--- src/rtl/program_sequencer_pkg.sv ---
// Shared types and helpers for the program sequencer and its return stack.
package seq_pkg;

    // Where the next PC comes from, listed from highest to lowest priority.
    typedef enum logic [2:0] {
        SRC_INIT,
        SRC_HOLD,
        SRC_RET,
        SRC_CALL,
        SRC_BRANCH,
        SRC_INC
    } next_src_t;

    // Widest PC the helper below supports; callers truncate the result.
    localparam int ADDR_MAX_W = 32;

    // Relative target. The low PC_W bits of the sum are the same whether JP
    // is sign- or zero-extended, so a plain add followed by truncation gives
    // PC + signed(JP) modulo 2^PC_W.
    function automatic logic [ADDR_MAX_W-1:0] rel_target(
        input logic [ADDR_MAX_W-1:0] pc,
        input logic [ADDR_MAX_W-1:0] jp
    );
        return pc + jp;
    endfunction

endpackage

--- src/rtl/program_sequencer_if.sv ---
// Control/status bundle between the decoder/branch logic and the sequencer.
//
// Signalling: there is no valid/ready handshake. Every control is a level that
// is sampled on each rising clock edge; the sequencer is always ready and
// every status output is a register that changes one cycle after sampling.
interface program_sequencer_if #(
    parameter int PC_W    = 9,
    parameter int DEPTH_W = 3
);
    logic              Init;
    logic              Halt;
    logic              Branch;
    logic              BrRel;
    logic [PC_W-1:0]   JP;
    logic              Call;
    logic              Ret;
    logic [PC_W-1:0]   PC;
    logic              Done;
    logic [DEPTH_W-1:0] Depth;
    logic              StackErr;

    // Decoder / branch logic side.
    modport master (
        output Init, Halt, Branch, BrRel, JP, Call, Ret,
        input  PC, Done, Depth, StackErr
    );

    // Sequencer side.
    modport slave (
        input  Init, Halt, Branch, BrRel, JP, Call, Ret,
        output PC, Done, Depth, StackErr
    );
endinterface

--- src/rtl/program_sequencer_stack.sv ---
// LIFO of return addresses with a combinational top-of-stack read.
module pc_return_stack #(
    parameter int WIDTH = 9,
    parameter int DEPTH = 4,
    localparam int DEPTH_W = $clog2(DEPTH + 1),
    localparam int IDX_W   = (DEPTH > 1) ? $clog2(DEPTH) : 1
) (
    input  logic               CLK,
    input  logic               Reset,
    input  logic               clear,
    input  logic               push,
    input  logic               pop,
    input  logic [WIDTH-1:0]   din,
    output logic [WIDTH-1:0]   dout,
    output logic [DEPTH_W-1:0] depth,
    output logic               full,
    output logic               empty
);

    logic [WIDTH-1:0]   mem [DEPTH];
    logic [DEPTH_W-1:0] sp;
    logic [IDX_W-1:0]   top_idx;

    assign full    = (sp == DEPTH_W'(DEPTH));
    assign empty   = (sp == '0);
    assign depth   = sp;
    assign top_idx = IDX_W'(sp - DEPTH_W'(1));
    assign dout    = empty ? '0 : mem[top_idx];

    // Stack pointer: clear wins, push/pop on a full/empty stack are ignored.
    always_ff @(posedge CLK or posedge Reset) begin
        if (Reset) begin
            sp <= '0;
        end else if (clear) begin
            sp <= '0;
        end else if (push && !full) begin
            sp <= sp + DEPTH_W'(1);
        end else if (pop && !empty) begin
            sp <= sp - DEPTH_W'(1);
        end
    end

    // Entry storage; contents are don't-care after reset, so no reset here.
    always_ff @(posedge CLK) begin
        if (push && !full && !clear) begin
            mem[IDX_W'(sp)] <= din;
        end
    end

endmodule

--- src/rtl/program_sequencer.sv ---
// Instruction-address generator: PC register, priority select, Done flag,
// sticky stack error, and a hardware return stack for call/return.
module program_sequencer
    import seq_pkg::*;
#(
    parameter int PC_W        = 9,
    parameter int STACK_DEPTH = 4,
    parameter int RESET_PC    = 0,
    localparam int DEPTH_W    = $clog2(STACK_DEPTH + 1)
) (
    input logic               CLK,
    input logic               Reset,
    program_sequencer_if.slave bus
);

    localparam logic [PC_W-1:0] RESET_VAL = PC_W'(RESET_PC);

    next_src_t        src;
    logic [PC_W-1:0]  pc_q;
    logic             done_q;
    logic             err_q;
    logic [PC_W-1:0]  pc_inc;
    logic [PC_W-1:0]  target;
    logic [PC_W-1:0]  st_dout;
    logic             st_full;
    logic             st_empty;
    logic             push;
    logic             pop;
    logic             clear;

    assign pc_inc = pc_q + PC_W'(1);
    assign target = bus.BrRel
                  ? PC_W'(rel_target(ADDR_MAX_W'(pc_q), ADDR_MAX_W'(bus.JP)))
                  : bus.JP;

    // Priority encoder: Init > Halt > Ret > Call > Branch > increment.
    always_comb begin
        src = SRC_INC;
        if (bus.Init)        src = SRC_INIT;
        else if (bus.Halt)   src = SRC_HOLD;
        else if (bus.Ret)    src = SRC_RET;
        else if (bus.Call)   src = SRC_CALL;
        else if (bus.Branch) src = SRC_BRANCH;
    end

    assign clear = (src == SRC_INIT);
    assign push  = (src == SRC_CALL);
    assign pop   = (src == SRC_RET);

    pc_return_stack #(
        .WIDTH (PC_W),
        .DEPTH (STACK_DEPTH)
    ) u_stack (
        .CLK   (CLK),
        .Reset (Reset),
        .clear (clear),
        .push  (push),
        .pop   (pop),
        .din   (pc_inc),
        .dout  (st_dout),
        .depth (bus.Depth),
        .full  (st_full),
        .empty (st_empty)
    );

    // PC, Done and sticky StackErr update according to the winning source.
    always_ff @(posedge CLK or posedge Reset) begin
        if (Reset) begin
            pc_q   <= RESET_VAL;
            done_q <= 1'b0;
            err_q  <= 1'b0;
        end else begin
            done_q <= 1'b0;
            case (src)
                SRC_INIT: begin
                    pc_q  <= RESET_VAL;
                    err_q <= 1'b0;
                end
                SRC_HOLD: begin
                    done_q <= 1'b1;
                end
                SRC_RET: begin
                    if (!st_empty) begin
                        pc_q <= st_dout;
                    end else begin
                        pc_q  <= pc_inc;
                        err_q <= 1'b1;
                    end
                end
                SRC_CALL: begin
                    if (!st_full) begin
                        pc_q <= target;
                    end else begin
                        pc_q  <= pc_inc;
                        err_q <= 1'b1;
                    end
                end
                SRC_BRANCH: pc_q <= target;
                default:    pc_q <= pc_inc;
            endcase
        end
    end

    assign bus.PC       = pc_q;
    assign bus.Done     = done_q;
    assign bus.StackErr = err_q;

endmodule

--- src/flat_wrapper.sv ---
// flat-port wrapper written by rule: the top's interface ports become plain ports
module program_sequencer_flat import seq_pkg::*;
#(
    parameter int PC_W        = 9,
    parameter int STACK_DEPTH = 4,
    parameter int RESET_PC    = 0,
    localparam int DEPTH_W    = $clog2(STACK_DEPTH + 1)
)
  (CLK, Reset, bus_Init, bus_Halt, bus_Branch, bus_BrRel, bus_JP, bus_Call, bus_Ret, bus_PC, bus_Done, bus_Depth, bus_StackErr);
  program_sequencer_if #(.PC_W(PC_W)) bus_i ();
  input logic CLK;
  input logic Reset;
  input wire logic [$bits(bus_i.Init)-1:0] bus_Init;
  input wire logic [$bits(bus_i.Halt)-1:0] bus_Halt;
  input wire logic [$bits(bus_i.Branch)-1:0] bus_Branch;
  input wire logic [$bits(bus_i.BrRel)-1:0] bus_BrRel;
  input wire logic [$bits(bus_i.JP)-1:0] bus_JP;
  input wire logic [$bits(bus_i.Call)-1:0] bus_Call;
  input wire logic [$bits(bus_i.Ret)-1:0] bus_Ret;
  output wire logic [$bits(bus_i.PC)-1:0] bus_PC;
  output wire logic [$bits(bus_i.Done)-1:0] bus_Done;
  output wire logic [$bits(bus_i.Depth)-1:0] bus_Depth;
  output wire logic [$bits(bus_i.StackErr)-1:0] bus_StackErr;
  assign bus_i.Init = bus_Init;
  assign bus_i.Halt = bus_Halt;
  assign bus_i.Branch = bus_Branch;
  assign bus_i.BrRel = bus_BrRel;
  assign bus_i.JP = bus_JP;
  assign bus_i.Call = bus_Call;
  assign bus_i.Ret = bus_Ret;
  assign bus_PC = bus_i.PC;
  assign bus_Done = bus_i.Done;
  assign bus_Depth = bus_i.Depth;
  assign bus_StackErr = bus_i.StackErr;
  program_sequencer #(.PC_W(PC_W), .STACK_DEPTH(STACK_DEPTH), .RESET_PC(RESET_PC)) u_core (.CLK(CLK), .Reset(Reset), .bus(bus_i));
endmodule
--- config.mk ---
export PLATFORM = sky130hd
export DESIGN_NAME = program_sequencer_flat
export DESIGN_NICKNAME = d
export VERILOG_FILES = /design/src/rtl/program_sequencer_pkg.sv /design/src/rtl/program_sequencer_if.sv /design/src/rtl/program_sequencer_stack.sv /design/src/rtl/program_sequencer.sv /design/src/flat_wrapper.sv
export SDC_FILE = /design/constraint.sdc
export NUM_CORES = 1
export LEC_CHECK = 0
export CAP_MARGIN = 15
export CORE_MARGIN = 8
export CORE_UTILIZATION = 48
export DETAILED_ROUTE_END_ITERATION = 7
export MAX_ROUTING_LAYER = met4
export PLACE_DENSITY = 0.7
export SYNTH_ARGS = -nofsm -noshare
export SYNTH_HDL_FRONTEND = slang
export SYNTH_SLANG_ARGS = --single-unit
--- constraint.sdc ---
create_clock -name CLK -period 2.6 [get_ports CLK]
set_input_delay 0.39 -clock CLK [delete_from_list [all_inputs] [get_ports CLK]]
set_output_delay 0.39 -clock CLK [all_outputs]
set_load 0.01 [all_outputs]
# --- Yosys cells after proc, flatten, opt, wreduce, memory -nomap -nowiden ---
# Memories as Yosys holds them, arrays and structs flattened.
# Cells that the tools add are included.
totals:
  ff_bits: 14
  mem_bits_rw: 36
  inputBits: 17
  output_inout_bits: 14
  word_cells: 45
  memories: 1
memory_table:
  columns: ["name", "depth", "word_bits", "read_ports", "rd_ports_with_merged_regs", "write_ports", "line", "text"]
  rows:
  - ["u_core.u_stack.mem", 4, 9, 1, 0, 1, "program_sequencer_stack.sv:20", "logic [WIDTH-1:0] mem [DEPTH];"]
classes:
  n_addsub: 4
  n_eq_ne: 7
  mux: 18
  reduce_logical: 11
op_table:
  columns: ["operator", "n"]
  rows:
  - ["$pmux 9 s5", 1]
  - ["$mux 9", 3]
  - ["$mux 3", 7]
  - ["$add 9x1->9 const B", 1]
  - ["$add 9x9->9", 1]
  - ["$eq 3x2->1 const B", 2]
  - ["$eq 3x3->1 const B", 2]
  - ["$logic_not 3->1", 2]
  - ["$mux 1", 6]
  - ["$reduce_bool 3->1", 2]
  - ["$ne 2x1->1 const B", 2]
  - ["$add 3x1->3 const B", 1]
  - ["$eq 3x1->1 const B", 1]
  - ["$logic_and 1x1->1", 3]
  - ["$logic_not 1->1", 3]
  - ["$pmux 1 s3", 1]
  - ["$reduce_and 3->1", 1]
  - ["$sub 3x1->3 const B", 1]

# --- Logic depth before layout (Yosys ltp) ---
depth:
  ltp_word: 10
  depth_mapped: 10

# --- Modules after synthesis ---
# A second synthesis with hierarchy kept.
hier_totals:
  cells_unflattened: 250
  hier_area_um2: 3096.7
modules_own_cells:
  columns: ["module", "n_inst", "cells_each", "area_each_um2"]
  rows:
  - ["pc_return_stack", 1, 94, 1774.2]
  - ["program_sequencer", 1, 156, 1322.5]

# --- Worst setup path before layout ---
# OpenSTA, ideal clock, no wires.
synth_path:
  path_kind: "register to register"
  startpoint: "reg u_core.u_stack.sp[0], in the netlist u_core.u_stack.depth[0]"
  endpoint: "mem u_core.u_stack.mem[3][0] (enable)"
  setup_time_ns: 0.342
  t_arrival_ns: 2.066
  required_ns: 2.258
  setup_slack_ns: 0.192
  stages_incl_launch_ff: 8
  path_buffers: 1
  period_less_slack_ns: 2.408
  path_cell_list: "dfrtp_1 -> buf_6 -> inv_1 -> ha_1 -> ha_1 -> and2b_1 -> nor2b_1 -> and2_1"
synth_between:
  elab_chain_len: 6
synth_lines:
  columns: ["element", "line", "text"]
  rows:
  - ["start, declared", "program_sequencer_stack.sv:21", "logic [DEPTH_W-1:0] sp;"]
  - ["start signal, assigned", "program_sequencer_stack.sv:37", "sp <= sp + DEPTH_W'(1);"]
  - ["start signal, assigned", "program_sequencer_stack.sv:39", "sp <= sp - DEPTH_W'(1);"]
  - ["$eq 3x3->1", "program_sequencer_stack.sv:24", "assign full = (sp == DEPTH_W'(DEPTH));"]
  - ["$logic_not 1->1", null, null]
  - ["$logic_and 1x1->1 (2 in a row)", "program_sequencer_stack.sv:45", "if (push && !full && !clear) begin"]
  - ["$mux 1", "program_sequencer_stack.sv:45", null]
  - ["$mux 1 (implied by the code)", "program_sequencer_stack.sv:46", "mem[IDX_W'(sp)] <= din;"]
  - ["end, declared", "program_sequencer_stack.sv:20", null]
# Several ways; a longest one is shown, not always the timed one.

# --- Worst setup path after layout ---
layout_path:
  startpoint: "reg u_core.u_stack.sp[1], in the netlist u_core.u_stack.depth[1]"
  endpoint: "mem u_core.u_stack.mem[3][7] (enable)"
# The elaborated chain is that of the path after synthesis.

==> impl_metrics.py <==
metrics = {
    "power": {
        "power_density_nw_per_um2": 635,
        "leakage_nw": 1.28,
        "ir_drop_uv": 400,
    },
    "clock_network": {
        "hold_buffers": 0,
        "cts.reportedPaths.clkPinSlew_ns": 0.10,
        "cts_buffer_depth": 2,
        "cts_root_buffer": "clkbuf_8",
        "htree_num_levels": 2,
        "cts_resized": 0,
        "cts_inserted_buffers": 5,
        "cts_tree": "done",
        "insertion_delay_ns": 0.31,
        "cts_setup_buffers": 0,
        "cts_sinks": 50,
    },
    "timing": {
        "setup_viol_count_final": 0,
        "finalSetupTns_ns": 0,
        "slew_violations": 0,
        "rsz0062_at_grt": "no",
        "min_period_over_period_pct": 84.1,
        "tightest_slew_ns": 0.570,
        "min_period_ns": 2.19,
        "max_freq_mhz": 458,
        "max_slew_margin_pct": 61.9,
        "final_hold_viol_count": 0,
        "fin_skew_ns": 0.00433,
    },
    "critical_path": {
        "critPathArrivalTime_ns": 2.21,
        "path_class": "register to register",
        "end_kind": "register",
        "crit_path_start_kind": "register",
        "worstPathRequired_ns": 2.62,
        "path_max_fanout": 10,
    },
    "outcome": {
        "outcome": "finished clean",
    },
    "placed_design": {
        "place_area_um2": 3280,
        "portBuffers": 30,
        "place_hpwl_um": 4690,
        "gp_congestion": 0.810,
    },
    "global_routing": {
        "grt_usage_pct": 15.6,
        "grt_overflow": 0,
        "grt_antenna_before_repair": 0,
        "grt_max_degree": 18,
        "first_global_vias": 1964,
        "grt_pass1_wl_um": 10200,
    },
    "cells_and_area": {
        "fin_nets": 300,
        "drive_above_1_share_pct": 14.9,
        "synthToLayoutAreaGrowth_pct": 20.7,
        "antennaDiodeCount": 0,
        "seqCellArea_um2": 1430,
        "fin_area_um2": 3400,
        "nFillCells": 492,
        "multi_input_area_um2": 1290,
    },
    "floorplan": {
        "coreArea_um2": 5780,
        "ios": 31,
        "die_w_um": 92.6,
        "dieArea_um2": 8570,
        "rows": 28,
        "start_util_pct": 48.7,
        "chipHeight_um": 92.6,
    },
    "synth": {
        "ys_seq_area_share_pct": 50.9,
        "synth-edff-count": 36,
        "synth_async_sr_flop_share_pct": 28.0,
        "yosysTopAreaCellShare_pct": 38.4,
        "synth_compound_area_share_pct": 13.6,
        "avgSynthCellArea_um2": 12.6,
        "syn_inst": 224,
        "syn_nets": 257,
        "synth_top_area_cell": "edfxtp_1",
        "synth_seq_cells": 50,
        "muxShareOfSynthArea_pct": 9.78,
        "synth-xor-area-share_pct": 3.11,
        "yosysWarnings": 0,
        "synth_fa_ha_area_share_pct": 7.38,
        "ys.flop_type": "edfxtp_1",
        "syn_area_um2": 2810,
        "synthSimpleGateAreaFrac_pct": 11.9,
        "synth.area.top_cells": "edfxtp_1 (38%), dfrtp_1 (12%), mux4_2 (7.2%)",
        "synth_cell_types": 54,
        "synth_top_family_by_area": "compound AO/OA/AOI/OAI gates",
    },
    "detailed_routing": {
        "via_per_inst": 5.77,
        "wl_met1_um": 2690,
        "met2WireLength_um": 3070,
        "top_layer_used": "met4",
        "ant_nets": 0,
        "wire_per_inst_um": 18.0,
        "drtIter0Drc": 142,
        "drt_first_pass_iters": 5,
        "drc": 0,
        "num_vias": 1979,
        "wl_um": 6180,
        "wl_met3_um": 301,
    },
    "hold_path": {
        "hold_path.class": "input port to async pin",
    },
    "flow_run": {
        "drv_cap": 0,
    },
}
## final cells by class
cell class,count,share of cell area (%)
sequential,50,42.2
multi-input combinational,153,38.1
timing repair buffer,42,11.9
tap,75,2.76
clock buffer,5,2.03
inverter,15,1.66
clock inverter,3,1.44
## worst paths after layout
path | startpoint | cells after the start | slack (ns) | to
setup / recovery | u_core.u_stack.depth[1] | 7 | 0.41 | u_core.u_stack.mem[3][7]
setup reg to reg | u_core.u_stack.depth[1] | 7 | 0.41 | u_core.u_stack.mem[3][7]
hold reg to reg | u_core.bus.StackErr | 2 | 0.53 | u_core.bus.StackErr
hold / removal | Reset | 2 | 0.44 | u_core.u_stack.depth[2]
min in group CLK | u_core.bus.StackErr | 2 | 0.53 | u_core.bus.StackErr
max in group asynchronous | Reset | 2 | 1.79 | u_core.bus.PC[4]
## logic make-up (layout without fill, tap and decap cells)
kind of cell	after synthesis	in the layout
AND/OR/NAND/NOR	60	60
multiplexers	16	16
flip-flops	50	50
XOR/XNOR	10	10
adder cells (fa/ha/maj)	16	16
buffers and inverters	21	65
AO/OA/AOI/OAI	51	51
## worst max-delay path: stages (launching register included)
cell	delay, ns
dfrtp_1	0.41
inv_1	0.10
ha_1	0.23
ha_1	0.20
and2b_1	0.27
nor2b_1	0.32
and2_1	0.18
buf_4	0.19
## metrics by stage
stage                     hold WS [ns]  util [%]  cells  setup WS, ns  total power [W]
after global routing             0.474      58.7    343         0.264          0.00226
after CTS                        0.452      58.7    343         0.418          0.00217
final                            0.436      58.7    343         0.415          0.00215
after floorplan                  0.279         -    224         0.192          0.00137
after detailed placement         0.525      56.7    335         0.145          0.00160
after global placement           0.517      56.7    335         0.180          0.00159
## layout by cell type (no fill, tap or decap), drive strengths merged, types with 2 or more instances in the layout
master and instances:
edfxtp 36, and2b 2, xor2 4, and2 5, nor4 2, inv 15, nor3 6, or3 3
o211ai 2, o31ai 4, ha 15, buf 12, a221oi 3, o21ai 15, a22o 3, o21a 2
clkbuf 5, mux2 2, nand2 10, nand2b 3, or4 2, o21bai 2, nor2b 2, a21oi 6
nand3b 3, nand3 6, mux2i 5, mux4 9, dfrtp 14, a222oi 2, nand4 2, nor2 12
a221o 4, xnor2 6, clkdlybuf4s50 30
## cells in the mapped netlist, types with 4 or more instances
library cell and n:
nand2_1 10, ha_1 15, nor3_1 6, edfxtp_1 36
nor2_1 12, mux4_2 9, inv_1 14, o31ai_1 4
o21ai_0 14, a221o_1 4, dfrtp_1 14, nand3_1 6
and2_1 4, mux2i_1 5, xor2_1 4, xnor2_1 6
a21oi_1 6
## layer usage
layer  track usage [%]  up-vias
li1                  -      948
met1              18.8      969
met2              25.6       53
met3              2.83        9
met4              5.50        0
met5                 -        -
## flip-flops by register name, summed over array words and instances (netlist names)
name,flops
u_core.u_stack.mem,36
u_core.bus.Done,1
u_core.u_stack.depth,3
u_core.bus.PC,9
u_core.bus.StackErr,1
## power by group
group / internal [W] / total, W / switching (W)
logic: 0.000285 / 0.000588 / 0.000304
registers: 0.000933 / 0.000993 / 0.0000601
clock network: 0.000293 / 0.000574 / 0.000280
Note: power is estimated with default switching activity, not from simulation.
